$ cat config.mk
export PLATFORM = sky130hd
export DESIGN_NAME = bn_layer_sequencer
export DESIGN_NICKNAME = d
export VERILOG_FILES = /design/src/rtl/bn_layer_sequencer.sv
export SDC_FILE = /design/constraint.sdc
export NUM_CORES = 1
export LEC_CHECK = 0
export CORE_MARGIN = 8
export CORE_UTILIZATION = 44
export CTS_CLUSTER_DIAMETER = 150
export DETAILED_ROUTE_END_ITERATION = 8
export PLACE_DENSITY = 0.81
export SKIP_LAST_GASP = 1
export SLEW_MARGIN = 10
export SYNTH_ARGS = -nofsm -noshare
export SYNTH_HDL_FRONTEND = slang
export SYNTH_SLANG_ARGS = --single-unit
$ cat constraint.sdc
create_clock -name clk -period 3 [get_ports clk]
set_clock_uncertainty 0.15 [all_clocks]
set_input_delay 0.6 -clock clk [delete_from_list [all_inputs] [get_ports clk]]
set_output_delay 0.6 -clock clk [all_outputs]
set_load 0.1 [all_outputs]
$ cat src/rtl/bn_layer_sequencer.sv
// Batch-normalization layer sequencer.
// Drives one shared, pipelined BN unit over a feature map, filter by filter:
// it fetches each filter's scale/shift pair, then streams every element of
// that filter through the unit and writes the results back to the same
// addresses in the feature memory.
module bn_layer_sequencer #(
  parameter int DATA_WIDTH     = 32,
  parameter int FILTERS        = 64,
  parameter int DEPTH          = 1,
  parameter int INPUT          = 30,
  parameter int BN_LATENCY     = 4,
  parameter int ADDR_WIDTH     = 16,
  parameter int PRM_ADDR_WIDTH = 6
) (
  input  logic                      clk,
  input  logic                      rst_n,
  input  logic                      start,
  output logic                      busy,
  output logic                      done,
  output logic                      fm_rd_en,
  output logic [ADDR_WIDTH-1:0]     fm_rd_addr,
  input  logic [DATA_WIDTH-1:0]     fm_rd_data,
  output logic                      prm_rd_en,
  output logic [PRM_ADDR_WIDTH-1:0] prm_rd_addr,
  input  logic [2*DATA_WIDTH-1:0]   prm_rd_data,
  output logic                      bn_in_valid,
  output logic [DATA_WIDTH-1:0]     bn_in_data,
  output logic [DATA_WIDTH-1:0]     bn_scale,
  output logic [DATA_WIDTH-1:0]     bn_shift,
  input  logic                      bn_out_valid,
  input  logic [DATA_WIDTH-1:0]     bn_out_data,
  output logic                      fm_wr_en,
  output logic [ADDR_WIDTH-1:0]     fm_wr_addr,
  output logic [DATA_WIDTH-1:0]     fm_wr_data
);

  // Elements per filter and over the whole map.
  localparam int                        N_ELEM = DEPTH * INPUT * INPUT;
  localparam logic [ADDR_WIDTH-1:0]     E_LAST = ADDR_WIDTH'(N_ELEM - 1);
  localparam logic [ADDR_WIDTH-1:0]     TOTAL  = ADDR_WIDTH'(FILTERS * N_ELEM);
  localparam logic [PRM_ADDR_WIDTH-1:0] F_LAST = PRM_ADDR_WIDTH'(FILTERS - 1);

  localparam logic [2:0] S_IDLE       = 3'd0;
  localparam logic [2:0] S_LOAD_PARAM = 3'd1;
  localparam logic [2:0] S_PARAM_WAIT = 3'd2;
  localparam logic [2:0] S_STREAM     = 3'd3;
  localparam logic [2:0] S_DRAIN      = 3'd4;
  localparam logic [2:0] S_DONE       = 3'd5;

  logic [2:0]                state;
  logic [PRM_ADDR_WIDTH-1:0] filt;      // current filter index
  logic [ADDR_WIDTH-1:0]     elem;      // element index inside the filter
  logic [ADDR_WIDTH-1:0]     rd_addr;   // running f*N+e read address
  logic [ADDR_WIDTH-1:0]     wr_cnt;    // results written so far in this run
  logic [DATA_WIDTH-1:0]     scale_q;
  logic [DATA_WIDTH-1:0]     shift_q;
  logic                      issue_q;   // read data is valid this cycle
  logic                      accept_start;
  logic                      accept_result;

  assign accept_start  = (state == S_IDLE) && start;
  assign busy          = (state != S_IDLE) && (state != S_DONE);
  assign accept_result = busy && bn_out_valid && (wr_cnt != TOTAL);

  // Control FSM: parameter fetch, element stream, drain of the BN pipeline.
  always_ff @(posedge clk or negedge rst_n) begin
    if (!rst_n) begin
      state   <= S_IDLE;
      filt    <= '0;
      elem    <= '0;
      rd_addr <= '0;
    end else begin
      // NOTE: state registers use non-blocking assignments so every block
      // sampling them on this edge sees the pre-edge value.
      case (state)
        S_IDLE: begin
          if (start) begin
            state   <= S_LOAD_PARAM;
            filt    <= '0;
            elem    <= '0;
            rd_addr <= '0;
          end
        end
        S_LOAD_PARAM: state <= S_PARAM_WAIT;
        S_PARAM_WAIT: state <= S_STREAM;
        S_STREAM: begin
          rd_addr <= rd_addr + ADDR_WIDTH'(1);
          if (elem == E_LAST) begin
            elem <= '0;
            if (filt == F_LAST) begin
              state <= S_DRAIN;
            end else begin
              filt  <= filt + PRM_ADDR_WIDTH'(1);
              state <= S_LOAD_PARAM;
            end
          end else begin
            elem <= elem + ADDR_WIDTH'(1);
          end
        end
        S_DRAIN: begin
          if (wr_cnt == TOTAL) state <= S_DONE;
        end
        S_DONE:  state <= S_IDLE;
        default: state <= S_IDLE;
      endcase
    end
  end

  // Capture the filter's scale/shift as the parameter read data arrives.
  // The previous filter's last element is issued during LOAD_PARAM, before
  // this update, so it still sees its own parameters.
  always_ff @(posedge clk or negedge rst_n) begin
    if (!rst_n) begin
      scale_q <= '0;
      shift_q <= '0;
    end else if (state == S_PARAM_WAIT) begin
      scale_q <= prm_rd_data[2*DATA_WIDTH-1:DATA_WIDTH];
      shift_q <= prm_rd_data[DATA_WIDTH-1:0];
    end
  end

  // Feature read data returns one cycle after the strobe; mark that cycle.
  always_ff @(posedge clk or negedge rst_n) begin
    if (!rst_n) issue_q <= 1'b0;
    else        issue_q <= (state == S_STREAM);
  end

  // Register BN results into the write port, in order, up to TOTAL writes.
  always_ff @(posedge clk or negedge rst_n) begin
    if (!rst_n) begin
      wr_cnt     <= '0;
      fm_wr_en   <= 1'b0;
      fm_wr_addr <= '0;
      fm_wr_data <= '0;
    end else begin
      fm_wr_en <= accept_result;
      if (accept_start) begin
        wr_cnt <= '0;
      end else if (accept_result) begin
        fm_wr_addr <= wr_cnt;
        fm_wr_data <= bn_out_data;
        wr_cnt     <= wr_cnt + ADDR_WIDTH'(1);
      end
    end
  end

  assign done        = (state == S_DONE);
  assign fm_rd_en    = (state == S_STREAM);
  assign fm_rd_addr  = fm_rd_en ? rd_addr : '0;
  assign prm_rd_en   = (state == S_LOAD_PARAM);
  assign prm_rd_addr = prm_rd_en ? filt : '0;
  assign bn_in_valid = issue_q;
  // Gate the memory data so the BN input is quiet whenever nothing is issued.
  assign bn_in_data  = issue_q ? fm_rd_data : '0;
  assign bn_scale    = scale_q;
  assign bn_shift    = shift_q;

endmodule

==> results.md <==
- Of all flip-flops after synthesis, the portion carrying an async set or reset was 100%.
- The highest ir drop seen on vdd is slightly above 900 uV.
- The post-route netlist has 37.9% of its cells at a drive strength greater than 1.
- The diode insertion count for antenna repair is 0.
- The tool flagged a number of max-cap violations equal to 0.
- The number of violations reported at the end of detailed-routing iteration 0 is roughly 370.
- The detailed-route wire length per cell is ~20 um.
- The worst register-to-register path ends at filt[5]$_DFFE_PN0P_.
- After legalization and detailed placement, the total HPWL measured 18.2 mm.
- The cell depth of the worst flop-to-flop path is 6.
- The number of filler instances in the final layout is approximately 1200.
- Dividing the synthesized area by the synthesized cell count gives approximately 12 um^2.
- The number of nets with antenna violations after routing is 0.
- The biggest area consumer among synthesized cells is dfrtp_1.
- The count of buffers added on input and output ports is 303.
- The worst hold path stage count is 1.
- Routability-driven placement finished with a final weighted congestion of 0.842.
- The final-report hold violation count is 0.
- TritonCTS built the clock tree.
- The vias per cell is between 5 and 6.
- The proportion of synthesized chip area in sequential cells is between 50% and 60%.
- The cell area that synthesis handed to floorplanning was roughly 7600 um^2.
- The upper clock frequency limit is approximately 0.36 GHz.
- Synthesis handed over a netlist of 632 instances.
- TritonCTS created 17 clock buffers.
- Once placement finished, the instance area stood at between 10000 and 15000 um^2.
- The ratio of final minimum period to clock period is around 94%.
- The remaining design rule violation count is 0.
- The commonest non-fill, non-tap cell in the layout is dfrtp_1.
- The area growth from synthesis to layout is 56.6%.
- In this run the power density over the cells is 705 nW/um^2.
- Leaving out fill and tap cells, the most frequent cells in the layout are dfrtp_1, clkdlybuf4s50_1, buf_4.
- From bottom edge to top edge, the die measures roughly 150 um.
- The register-to-register setup slack is 0.47 ns.
- The clock insertion delay at the later pin of the skew report is ~0.42 ns.
- Setup total negative slack on the finished layout was measured at 0 ns.
- The floorplan core area is roughly 17000 um^2.
- The total count of max-transition violations in the final report is 0.
- STA puts the critical path data required time at 2.25 ns.
- The clock edge transition at the registers on the reported setup and hold paths is approximately 0.070 ns.
- The combinational cell fraction of total power is approximately 40%.
- Entering global routing, the biggest net connects 55 pins.
- CTS built an H-tree with a depth of 4.
- Of the post-synthesis cell area, the dominant cell type holds 56.1%.
- Clock tree synthesis found a total of ~170 sinks.
- The global-route usage over all layers is between 20% and 30%.
- After layout, the design draws a total of about 8.4 mW.
- By area the synthesized netlist is led by dfrtp_1, mux2_2, and2_1, nand2_1, mux2_4.
- The first global-routing pass estimated 36.6 mm of wire.
- The worst setup path is captured at an output pin.
- When the netlist entered floorplanning its net count stood at 769.
- The switching component of the power is between 3 and 4 mW.
- The flow ran to the end, and the final reports show no timing, DRC or antenna violations.
- The final net count is between 1000 and 1500.
- The worst hold slack across all endpoints is roughly 0.34 ns.
- The worst-case hold path end point is rd_addr[13]$_DFFE_PN0P_.
- The internal portion of the total power is 4.87 mW.
- After synthesis the netlist holds a flip-flop and latch count of ~170.
- The horizontal extent of the die is around 150 um.
- The hold path startpoint is rd_addr[13]$_DFFE_PN0P_.
- The type of the tightest min-delay check is reg2reg.
- For the pin with the worst max-slew slack, the measured transition is between 0.7 and 0.8 ns.
- The worst setup path is launched from a flop.
- The critical path is of the reg2out type.
- During I/O placement, the number of pins put on the boundary was just over 300.
- In this run, distinct cell masters in the synthesized netlist total 51.
- The starting utilization of the core area is about 45%.
- The startpoint identified for the worst register-to-register timing path is elem[0]$_DFFE_PN0P_.
- The final design area excluding fillers is 11900 um^2.
- The root buffer cell is clkbuf_16.
- The die covers around 22000 um^2.
- The minimum clock period is 2.81 ns.
- The number of antenna violations at the first check in global routing came to 0.
- The number of flops mapped to enable cells by yosys is 0.
- The endpoint arrival time on the critical path is slightly above 2 ns.
- The portion of total power attributed to the clock network is a little over a quarter.
- The part of the power in registers is between 30% and 40%.
- In this run switching power makes up a little over two fifths of total power.
- Wires add up to ~24 mm.
- Global routing finished with a remaining overflow of 0.
- Counting along the longest clock path gives a buffer depth of 2.
- The warning count from the yosys run is 0.
- The analysis attributes to cell leakage a power of between 5 and 6 nW.
- The detailed-route via count is 6176.
- Along the worst path, the maximum fanout reaches 24.
- The final setup violation count is 0.
- In the synthesized netlist the dominant register cell turns out to be dfrtp_1.
- The worst pin sits at a relative slew slack of about half.
- The detailed-routing iteration count for the pre-antenna-repair pass is 6.
- The number of core rows is 48.
- Setup repair after global routing left no endpoint under its margin.
- The via count of the first global-routing pass came to between 6000 and 7000.
power groups by stage:
stage | clock network [mW] | registers (mW) | logic (mW)
2_1_floorplan | 0 | 3.72 | 1.30
3_3_place_gp | 0 | 2.84 | 3.33
3_5_place_dp | 0 | 2.85 | 3.37
4_1_cts | 2.29 | 2.81 | 3.39
5_1_grt | 2.40 | 2.85 | 3.48
6_report | 2.25 | 2.81 | 3.36
critical path, stage by stage, from the launching register on:
cell,delay [ns]
dfrtp_2,0.50
nand3b_1,0.22
buf_4,0.20
inv_1,0.09
buf_6,0.20
and2_1,0.24
buf_12,0.20
worst max-delay path by stage:
| stage | from | end | slack (ns) | depth (start not counted) |
|---|---|---|---|---|
| floorplan | state[0]$_DFFE_PN0P_ | prm_rd_addr[4] | -0.23 | 3 |
| global placement | start | elem[2]$_DFFE_PN0P_ | 0.46 | 6 |
| detailed placement | start | elem[2]$_DFFE_PN0P_ | 0.44 | 6 |
| CTS | state[2]$_DFFE_PN0P_ | fm_rd_addr[11] | 0.07 | 6 |
| global route | state[2]$_DFFE_PN0P_ | fm_rd_addr[11] | 0.05 | 6 |
| finish | state[2]$_DFFE_PN0P_ | fm_rd_addr[11] | 0.19 | 6 |
area by class of cell:
| class | instances | area, um^2 | area share (%) |
|---|---|---|---|
| tap | 225 | 282 | 2.36 |
| clock inverter | 14 | 175 | 1.47 |
| inverter | 9 | 33.8 | 0.283 |
| sequential | 171 | 4280 | 35.9 |
| clock buffer | 18 | 429 | 3.60 |
| multi-input combinational | 421 | 3210 | 26.9 |
| timing repair buffer | 323 | 3520 | 29.5 |
cell families after synthesis:
logic type | count (synthesis) | synth area share [%]
adders and majority gates | 5 | 0.821
AOI/OAI and AO/OA | 72 | 5.98
xor gates and xnor gates | 6 | 0.690
muxes | 126 | 18.9
and+or+nand+nor | 212 | 15.1
DFF | 171 | 56.1
buffers and inverters | 40 | 2.35
timing repair:
| action | in CTS | in global routing |
|---|---|---|
| setup endpoints to repair | 0 | 12 |
| endpoints found under the hold margin | 45 | 0 |
| gates resized for setup | 0 | 2 |
| setup buffers | 0 | 0 |
| hold buffers | 1 | 0 |
metal layers:
metal | up-vias | track usage, % | share of wire, %
met2 | 201 | 37.3 | 52
met5 | - | 0 | 0
met1 | 3042 | 25.8 | 39
met4 | 0 | 7.34 | 2.6
met3 | 38 | 4.98 | 6.2
li1 | 2895 | - | -
Yosys cell counts (all sizes together), types with 7 or more instances:
cell	count
nand4	11
a21oi	13
nor4	7
a31oi	15
nor3	9
nand3	26
nand2	46
buf	14
o21ai	22
mux2	112
mux2i	14
dfrtp	171
clkbuf	17
and3	10
nor2	27
inv	9
and2	53
metrics by stage:
step           util [%]  setup slack, ns  instances
2_1_floorplan         -           -0.232        632
3_3_place_gp       66.1            0.455       1148
3_5_place_dp       66.1            0.436       1148
4_1_cts            69.7           0.0670       1181
5_1_grt            69.7           0.0536       1181
6_report           69.7            0.190       1181
state kept, by name (all words and copies together), names as in the netlist:
signal,cells
fm_wr_addr,16
rd_addr,16
bn_scale,32
fm_wr_en,1
elem,16
fm_wr_data,32
bn_shift,32
state,3
filt,6
bn_in_valid,1
wr_cnt,16
No activity file was read; power rests on OpenSTA's default activity.
